===== config.mk =====
export PLATFORM = sky130hd
export DESIGN_NAME = des_key_schedule
export DESIGN_NICKNAME = d
export VERILOG_FILES = /design/src/rtl/des_pkg.sv /design/src/rtl/des_pc2.sv /design/src/rtl/left_rotate.sv /design/src/rtl/des_key_schedule.sv
export SDC_FILE = /design/constraint.sdc
export NUM_CORES = 1
export LEC_CHECK = 0
export ABC_CLOCK_PERIOD_IN_PS = 2980
export CAP_MARGIN = 20
export CORE_MARGIN = 2
export CORE_UTILIZATION = 55
export CTS_BUF_LIST = sky130_fd_sc_hd__clkbuf_8
export DETAILED_ROUTE_END_ITERATION = 7
export PLACE_DENSITY_LB_ADDON = 0.05
export REMOVE_ABC_BUFFERS = 1
export SLEW_MARGIN = 0
export SYNTH_ARGS = -nofsm -noshare
export SYNTH_HDL_FRONTEND = slang
export SYNTH_SLANG_ARGS = --single-unit
export TNS_END_PERCENT = 20

===== constraint.sdc =====
create_clock -name clk -period 2.98 [get_ports clk]
set_clock_uncertainty 0.2 [all_clocks]
set_input_delay 0.596 -clock clk [delete_from_list [all_inputs] [get_ports clk]]
set_output_delay 0.596 -clock clk [all_outputs]
set_load 0.05 [all_outputs]

===== src/rtl/des_pkg.sv =====
// Shared constants for the DES key schedule: PC-1/PC-2 tables, shift schedule, FSM encoding.
package des_pkg;

  localparam logic [0:0] ST_IDLE = 1'b0;
  localparam logic [0:0] ST_GEN  = 1'b1;

  // Bit for DES round r (MSB = round 1) set means a single-bit rotation.
  localparam logic [1:16] SHIFT1_MASK = 16'b1100_0000_1000_0001;

  localparam int unsigned PC1 [1:56] = '{
    57, 49, 41, 33, 25, 17,  9,
     1, 58, 50, 42, 34, 26, 18,
    10,  2, 59, 51, 43, 35, 27,
    19, 11,  3, 60, 52, 44, 36,
    63, 55, 47, 39, 31, 23, 15,
     7, 62, 54, 46, 38, 30, 22,
    14,  6, 61, 53, 45, 37, 29,
    21, 13,  5, 28, 20, 12,  4
  };

  localparam int unsigned PC2 [1:48] = '{
    14, 17, 11, 24,  1,  5,
     3, 28, 15,  6, 21, 10,
    23, 19, 12,  4, 26,  8,
    16,  7, 27, 20, 13,  2,
    41, 52, 31, 37, 47, 55,
    30, 40, 51, 45, 33, 48,
    44, 49, 39, 56, 34, 53,
    46, 42, 50, 36, 29, 32
  };

endpackage


===== src/rtl/des_pc2.sv =====
// Combinational PC-2 selection of the 48-bit round key from the concatenated C/D halves.
module des_pc2
  import des_pkg::*;
(
  input  logic [1:56] cd,
  output logic [1:48] k
);

  for (genvar g = 1; g <= 48; g++) begin : g_pc2
    assign k[g] = cd[PC2[g]];
  end

endmodule


===== src/rtl/left_rotate.sv =====
// 28-bit left rotate of a DES key half: shift=0 rotates by one, shift=1 by two.
module left_rotate (
  input  logic [1:28] in,
  input  logic        shift,
  output logic [1:28] out
);

  assign out = shift ? {in[3:28], in[1:2]} : {in[2:28], in[1]};

endmodule


===== src/rtl/des_key_schedule.sv =====
// Sequential DES key schedule: loads PC-1(key), then emits one PC-2 round key per handshake,
// K1..K16 for encrypt or K16..K1 for decrypt.
module des_key_schedule
  import des_pkg::*;
(
  input  logic        clk,
  input  logic        rst_n,
  input  logic [1:64] key,
  input  logic        decrypt,
  input  logic        key_valid,
  output logic        key_ready,
  output logic [1:48] subkey,
  output logic [3:0]  subkey_round,
  output logic        subkey_last,
  output logic        subkey_valid,
  input  logic        subkey_ready
);

  logic [0:0]  state_q, state_d;
  logic [1:28] c_q, c_d, d_q, d_d;
  logic [3:0]  round_q, round_d;
  logic        decrypt_q, decrypt_d;

  logic [1:28] c0, d0, rot_c_in, rot_d_in, rotl_c, rotl_d;
  logic [0:15] s1;
  logic [3:0]  round_inc;
  logic        is_idle, is_last, enc_shift2, dec_shift2;
  logic        unused_parity;

  for (genvar g = 1; g <= 28; g++) begin : g_pc1
    assign c0[g] = key[PC1[g]];
    assign d0[g] = key[PC1[g+28]];
  end

  assign unused_parity = ^{key[8], key[16], key[24], key[32],
                           key[40], key[48], key[56], key[64]};

  // s1[i] describes DES round i+1.
  assign s1        = SHIFT1_MASK;
  assign round_inc = round_q + 4'd1;
  assign is_idle   = (state_q == ST_IDLE);
  assign is_last   = decrypt_q ? (round_q == 4'd0) : (round_q == 4'd15);

  // In IDLE the encrypt rotators produce rotl(PC-1, 1), the round-1 halves.
  assign rot_c_in   = is_idle ? c0 : c_q;
  assign rot_d_in   = is_idle ? d0 : d_q;
  assign enc_shift2 = is_idle ? 1'b0 : ~s1[round_inc];
  assign dec_shift2 = ~s1[round_q];

  left_rotate u_rot_c (
    .in    (rot_c_in),
    .shift (enc_shift2),
    .out   (rotl_c)
  );

  left_rotate u_rot_d (
    .in    (rot_d_in),
    .shift (enc_shift2),
    .out   (rotl_d)
  );

  always_comb begin
    state_d   = state_q;
    c_d       = c_q;
    d_d       = d_q;
    round_d   = round_q;
    decrypt_d = decrypt_q;
    case (state_q)
      ST_IDLE: begin
        if (key_valid) begin
          state_d   = ST_GEN;
          decrypt_d = decrypt;
          if (decrypt) begin
            // Total rotation over 16 rounds is 28, so C0/D0 are also C16/D16.
            c_d     = c0;
            d_d     = d0;
            round_d = 4'd15;
          end else begin
            c_d     = rotl_c;
            d_d     = rotl_d;
            round_d = 4'd0;
          end
        end
      end
      ST_GEN: begin
        if (subkey_ready) begin
          if (is_last) begin
            state_d = ST_IDLE;
          end else if (decrypt_q) begin
            c_d     = dec_shift2 ? {c_q[27:28], c_q[1:26]} : {c_q[28], c_q[1:27]};
            d_d     = dec_shift2 ? {d_q[27:28], d_q[1:26]} : {d_q[28], d_q[1:27]};
            round_d = round_q - 4'd1;
          end else begin
            c_d     = rotl_c;
            d_d     = rotl_d;
            round_d = round_inc;
          end
        end
      end
      default: state_d = ST_IDLE;
    endcase
  end

  always_ff @(posedge clk) begin
    if (!rst_n) begin
      state_q   <= ST_IDLE;
      c_q       <= '0;
      d_q       <= '0;
      round_q   <= '0;
      decrypt_q <= 1'b0;
    end else begin
      state_q   <= state_d;
      c_q       <= c_d;
      d_q       <= d_d;
      round_q   <= round_d;
      decrypt_q <= decrypt_d;
    end
  end

  des_pc2 u_pc2 (
    .cd ({c_q, d_q}),
    .k  (subkey)
  );

  assign key_ready    = is_idle;
  assign subkey_valid = ~is_idle;
  assign subkey_round = round_q;
  assign subkey_last  = ~is_idle & is_last;

endmodule


==> results of run 1 <==
[stage by stage]
step            util  TNS [ns]  cell area [um^2]  hold WS, ns  instances
2_1_floorplan      -   -163.31              5470        0.340        625
3_3_place_gp   0.631         0              7140        0.372        909
3_5_place_dp   0.631         0              7140        0.393        909
4_1_cts        0.646         0              7310        0.407        924
5_1_grt        0.646         0              7310        0.433        924
6_report       0.646         0              7310        0.413        924
[layout make-up]
cell class                      count  area [um^2]
Clock buffer                       11          151
Clock inverter                      4         16.3
Fill cell                        1040         4010
Inverter                            5         18.8
Multi-Input combinational cell    558         4250
Sequential cell                    62         1250
Tap cell                          143          179
Timing Repair Buffer              141         1450
[per-layer routing]
layer  track usage  routed length, um  vias up
met5             0                  0        -
met2         0.497               9290      520
li1              -                  -     3100
met3        0.0826               2120       39
met1         0.437               8980     3293
met4         0.120                263        0
[Yosys cell counts (2+ instances only)]
cell	instances
and3_1	57
nor2_1	4
inv_1	2
clkbuf_1	55
o21bai_1	2
dfxtp_1	62
a211o_1	57
nand2_1	2
o21ai_0	4
a31oi_1	56
clkinv_1	2
mux2_2	56
and2_1	6
mux2i_1	2
nor4_1	56
buf_1	2
buf_4	58
nor2b_1	59
buf_2	40
o221ai_1	56
ha_1	3
a211oi_1	2
o32ai_1	56
a21oi_1	61
[kinds of logic after synthesis]
group,after synthesis
buf+inv,160
flops,62
simple gates,194
fa+ha+maj,3
compound gates,302
xor+xnor,1
mux,58
[flip-flops by register name, indices dropped and copies added, names as in the netlist]
signal,count
decrypt_q,1
subkey_round,4
d_q,28
c_q,28
subkey_valid,1
[cell usage in the layout, fill, tap and decap left out, types with 9 or more instances in the layout]
cell type	count
dfxtp_1	60
and3_1	57
o221ai_1	56
nor2b_1	59
buf_12	9
a21oi_1	61
o32ai_1	56
mux2_2	56
nor4_1	56
a211o_1	57
buf_4	19
clkbuf_8	11
clkdlybuf4s50_1	112
a31oi_1	56
[power by group through the flow]
stage	clock [W]	combinational, W	sequential, W
after floorplan	0	0.000724	0.00133
after global placement	0	0.00151	0.00108
after detailed placement	0	0.00153	0.00108
after CTS	0.000688	0.00154	0.00106
after global routing	0.000737	0.00166	0.00108
final	0.000688	0.00157	0.00107
[worst max-delay path: stages, from the launching register on]
cell and delay [ns]:
dfxtp_1 0.52, ha_1 0.44, nand4b_2 0.22, a21oi_1 0.34, buf_12 0.18
[how the worst min path moves through the flow]
stage	endpoint	slack [ns]	depth (start not counted)	from
after floorplan	c_q[18]	0.34	2	c_q[18]
after global placement	c_q[9]	0.37	2	c_q[9]
after detailed placement	c_q[22]	0.39	2	c_q[22]
after CTS	c_q[22]	0.41	2	c_q[22]
after global routing	c_q[22]	0.43	2	c_q[22]
final	c_q[18]	0.41	2	c_q[18]
==> results.md, run 1 <==
- Slew Viols, Final: 0
- Fin. Hold Viols: 0
- Resized cells post-CTS: 0
- All-Layer GR Usage: 0.323
- Worst-margin pin slew: around 0.7 ns
- Compound-Gate Fraction of Synth Area: 0.361
- Worst Path Arrival: ~2.1 ns
- Grt ovf: 0
- R2R Setup Slk: between 0.2 and 0.25 ns
- Cell variety after synth: 44
- Async S/R FF share, synth: 0
- Net switching power: 0.00144 W
- Reg clk slew, reported paths: ~0.070 ns
- Max Fclk: around 350 MHz
- Static leakage: 2.74 nW
- Setup ws final: around 0.14 ns
- I/O pins: about 120
- Switching share of power: 0.431
- Critical Path RT: roughly 2.2 ns
- Status: completed
- H-tree depth: 3
- GPL Wtd Cong: about 0.86
- Worst vdd ir: 0.305 mV
- Reg power frac: 0.322
- Area contributors post-synth: dfxtp_1, mux2_2, a211o_1, o221ai_1, o32ai_1
- Cell taking the most area after synthesis: dfxtp_1
- Antenna violations before repair: 0
- Worst Setup End Kind: output pin
- Post-synth top area share: 0.197
- Area of the core: between 10000 and 15000 um^2
- Final HPWL DP: about 12000 um
- Via/cell ratio: roughly 7.5
- CTS tree: yes
- Clock Tree Root: clkbuf_8
- Most common flop cell mapped by yosys: dfxtp_1
- Worst setup path startpoint: subkey_round[1]
- CTS Buffer Depth: 2
- I/O Buffers: about 120
- Post-synth design cell area: 6310 um^2
- Share of cells above drive strength 1: 0.140
- Setup-failing EPs final: 0
- CP Capture Point: subkey_last
- DRC: 0
- Final net count: 849
- Yosys reg bits: 62
- Mux share of post-synthesis cell area: 0.103
- Mean routed wirelength per cell: 22.4 um
- Vias in the first global route: between 6000 and 7000
- Simple-gate area share of the yosys netlist: 0.194
- R2R depth: 7
- Pin count of the biggest net entering global routing: 69
- Max Cap Viol: 0
- Syn. warnings: 0
- P_int: roughly 0.0019 W
- Post-synthesis sequential area ratio: 0.197
- Clk pwr share: 0.207
- Postcts setup bufs: 0
- DRT Wirelength: just over 20000 um
- Die Span Y: around 110 um
- Critical R2R Capture: d_q[20]
- R2R Path Start: subkey_round[1]
- Die area: between 10000 and 15000 um^2
- EDFF count, synth: 0
- Iter 0 DRT Violations: between 800 and 900
- WS Path Type: reg2out
- Crit path time final: between 2 and 3 ns
- CTS hold repair buffers: 0
- Area grow syn2layout: 15.8%
- Detailed-route via count: 6952
- Ant. Diodes: 0
- Global-route wire length before repair: 34000 um
- Initial DRT Pass Iterations: 5
- Die width: roughly 110 um
- Worst-Skew Late Latency: around 0.36 ns
- XOR/XNOR share of the synthesized area: 0.00139
- Synth Area per Inst: 8.10 um^2
- Antenna violation net count after detailed routing: 0
- Largest family of logic cells by synthesized area: compound AO/OA/AOI/OAI gates
- Comb power frac: 0.472
- Post-Synthesis Cells: a little under 800
- Startpoint Class: flip-flop
- Hold Crit Class: reg2reg
- Worst rel slew slack: 0.532
- Dpl ws: between 0.2 and 0.3 ns
- Power Density: approximately 460 nW/um^2
- Period utilization: 0.954
- Starting Density: 0.558
- CTS sink count: between 60 and 70
- Post-Synth Adder-Cell Area: 0.00594
- Num CTS Buffers: 9
- Worst-path maximum fanout: 10
- Core Rows: 39
- RSZ-0062 raised after global routing: no
- Final Power: 0.00333 W
Note: power is estimated with default switching activity, not from simulation.
==> inputs of run 2 (changes only) <==
--- a/config.mk
+++ b/config.mk
@@ -7,11 +7,13 @@
 export LEC_CHECK = 0
 export ABC_CLOCK_PERIOD_IN_PS = 2980
 export CAP_MARGIN = 20
+export CELL_PAD_IN_SITES_DETAIL_PLACEMENT = 2
+export CELL_PAD_IN_SITES_GLOBAL_PLACEMENT = 2
 export CORE_MARGIN = 2
-export CORE_UTILIZATION = 55
+export CORE_UTILIZATION = 32
 export CTS_BUF_LIST = sky130_fd_sc_hd__clkbuf_8
 export DETAILED_ROUTE_END_ITERATION = 7
-export PLACE_DENSITY_LB_ADDON = 0.05
+export PLACE_DENSITY = 0.88
 export REMOVE_ABC_BUFFERS = 1
 export SLEW_MARGIN = 0
 export SYNTH_ARGS = -nofsm -noshare
==> results.md, run 2 (synthesis gave the netlist of run 1 again) <==
- I/O pins: 124 (unchanged)
- Max Fclk: 348 MHz (-1.0%)
- Fin. Hold Viols: 0 (unchanged)
- GPL Wtd Cong: 0.758 (-11%)
- Hold_ws: 0.410 ns (-0.00302 ns)
- Global-route wire length before repair: 41300 um (+22%)
- Static leakage: 2.72 nW (-0.86%)
- Clock Tree Root: clkbuf_8
- Hold Crit Class: reg2reg
- DRC: 0 (unchanged)
- Critical Path RT: 2.18 ns (about the same)
- Antenna violation net count after detailed routing: 0 (unchanged)
- Clk pwr share: 0.233 (+0.026)
- Highest-count cells in the layout ignoring fill and taps: clkdlybuf4s50_1, a21oi_1, dfxtp_1
- Via/cell ratio: 6.65 (-12%)
- Worst-Skew Late Latency: 0.35 ns (about the same)
- Max Cap Viol: 0 (unchanged)
- Area grow syn2layout: 18.5%
- All-Layer GR Usage: 0.246 (-0.0765)
- Power Density: 472 nW/um^2 (+3.7%)
- Worst setup path startpoint: subkey_round[2]
- CP cell instances: clkdlybuf4s50_1
- Critical Path Slowest Stage Cell: clkdlybuf4s50_1
- Final net count: 843 (-0.71%)
- Fillcell total: 2198 (+110%)
- Ant. Diodes: 0 (unchanged)
- Most common cell after layout, fill and taps aside: clkdlybuf4s50_1
- Pin count of the biggest net entering global routing: 77 (+12%)
- Worst rel slew slack: 0.449 (-0.0828)
- WS Path Type: reg2out
- Final Power: 0.00353 W (+6.1%)
- Die Span Y: 144 um (+30%)
- Crit path time final: 2.87 ns (+0.0301 ns)
- R2R Path Start: subkey_round[1]
- Worst Setup End Kind: output pin
- Reg clk slew, reported paths: 0.08 ns (about the same)
- Startpoint Class: flip-flop
- Initial DRT Pass Iterations: 5 (unchanged)
- Largest stage delay on the critical path: 0.93 ns (+0.41 ns)
- Postcts setup bufs: 0 (unchanged)
- Worst-margin pin slew: 0.826 ns (+0.124 ns)
- P_int: 0.00200 W (+5.4%)
- Num CTS Buffers: 9 (unchanged)
- RSZ-0062 raised after global routing: no
- DRT Wirelength: 25900 um (+25%)
- Worst-path maximum fanout: 16 (+6)
- Crit path buffers/inverters: 1 (unchanged)
- Switching share of power: 0.435 (+0.00363)
- Area of the core: 19400 um^2 (+71%)
- Vias in the first global route: 7260 (+6.5%)
- Post-route design area: 7480 um^2 (+2.3%)
- Die width: 144 um (+30%)
- Largest delay share family, worst path: buffers and inverters
- CTS tree: yes
- Grt ovf: 0 (unchanged)
- Period utilization: 0.964 (+0.0101)
- Antenna violations before repair: 0 (unchanged)
- Placed Area: 7270 um^2 (+1.7%)
- Share of cells above drive strength 1: 0.140 (+0.000899)
- Hold Startpoint: d_q[26]
- CTS sink count: 62 (unchanged)
- H-tree depth: 3 (unchanged)
- Setup-failing EPs final: 0 (unchanged)
- Starting Density: 0.326 (-0.232)
- Sequential Area: 1250 um^2 (unchanged)
- Worst Path Arrival: 2.08 ns (+0.03 ns)
- Reg power frac: 0.306 (-0.016)
- CTS Buffer Depth: 2 (unchanged)
- CTS hold repair buffers: 0 (unchanged)
- Detailed-route via count: 6922 (-0.43%)
- Status: completed
- Die area: 20900 um^2 (+69%)
- Final HPWL DP: 15300 um (+29%)
- Net switching power: 0.00154 W (+7.0%)
- Resized cells post-CTS: 0 (unchanged)
- Mean routed wirelength per cell: 24.9 um (+11%)
- Slew Viols, Final: 0 (unchanged)
- Core Rows: 51 (+31%)
- Worst vdd ir: 0.192 mV (-37%)
- Iter 0 DRT Violations: 539 (-38%)
- I/O Buffers: 115 (unchanged)
- Multi-input logic area: 4260 um^2 (about the same)
- Comb power frac: 0.461 (-0.011)
- Final Util: 0.386 (-0.260)
==> run 2: cell count changes in the layout (fill, tap and decap cells not counted), moves of 2 or more <==
| cell | previous run | this run |
|---|---|---|
| inv_1 | 5 | 2 |
| clkinvlp_4 | 0 | 2 |
| buf_6 | 0 | 2 |
| buf_4 | 19 | 10 |
==> run 2: routing by layer <==
layer | track usage | vias up | routed length (um)
li1 | - | 3097 | -
met1 | 0.335 | 3558 | 11600
met5 | 0 | - | 0
met2 | 0.418 | 250 | 12700
met4 | 0.0588 | 0 | 288
met3 | 0.0268 | 17 | 1320
==> run 2: area by class of cell <==
type                            instances  area share
Sequential cell                        62       0.167
Clock inverter                          5     0.00752
Multi-Input combinational cell        558       0.569
Inverter                                5     0.00251
Clock buffer                           11      0.0202
Tap cell                              265      0.0443
Timing Repair Buffer                  135       0.190
==> run 2: final timing paths <==
kind / cells past startpoint / slack, ns / end
worst max-delay path: 1 / 0.11 / subkey_round[2]
worst min-delay path: 2 / 0.41 / d_q[26]
worst min register to register: 2 / 0.41 / d_q[26]
worst max register to register: 6 / 0.24 / c_q[8]
==> run 2: through the flow <==
stage | setup TNS, ns | instances | setup slack [ns]
2_1_floorplan | -163.31 | 625 | -3.65
3_3_place_gp | 0 | 1025 | 0.327
3_5_place_dp | 0 | 1025 | 0.0750
4_1_cts | 0 | 1041 | 0.0513
5_1_grt | 0 | 1041 | 0.0113
6_report | 0 | 1041 | 0.108
==> run 2: power groups by stage <==
| stage | Combinational (W) | Clock, W | Sequential (W) |
|---|---|---|---|
| floorplan | 0.000724 | 0 | 0.00133 |
| global placement | 0.00156 | 0 | 0.00109 |
| detailed placement | 0.00161 | 0 | 0.00110 |
| CTS | 0.00162 | 0.000830 | 0.00108 |
| global route | 0.00173 | 0.000868 | 0.00110 |
| finish | 0.00163 | 0.000821 | 0.00108 |
==> inputs of run 3 (changes only) <==
--- a/config.mk
+++ b/config.mk
@@ -15,6 +15,7 @@
 export DETAILED_ROUTE_END_ITERATION = 7
 export PLACE_DENSITY = 0.88
 export REMOVE_ABC_BUFFERS = 1
+export SKIP_LAST_GASP = 1
 export SLEW_MARGIN = 0
 export SYNTH_ARGS = -nofsm -noshare
 export SYNTH_HDL_FRONTEND = slang
==> results of run 3 <==
Same layout as run 2: the final DEF is identical, and so are final timing and power.
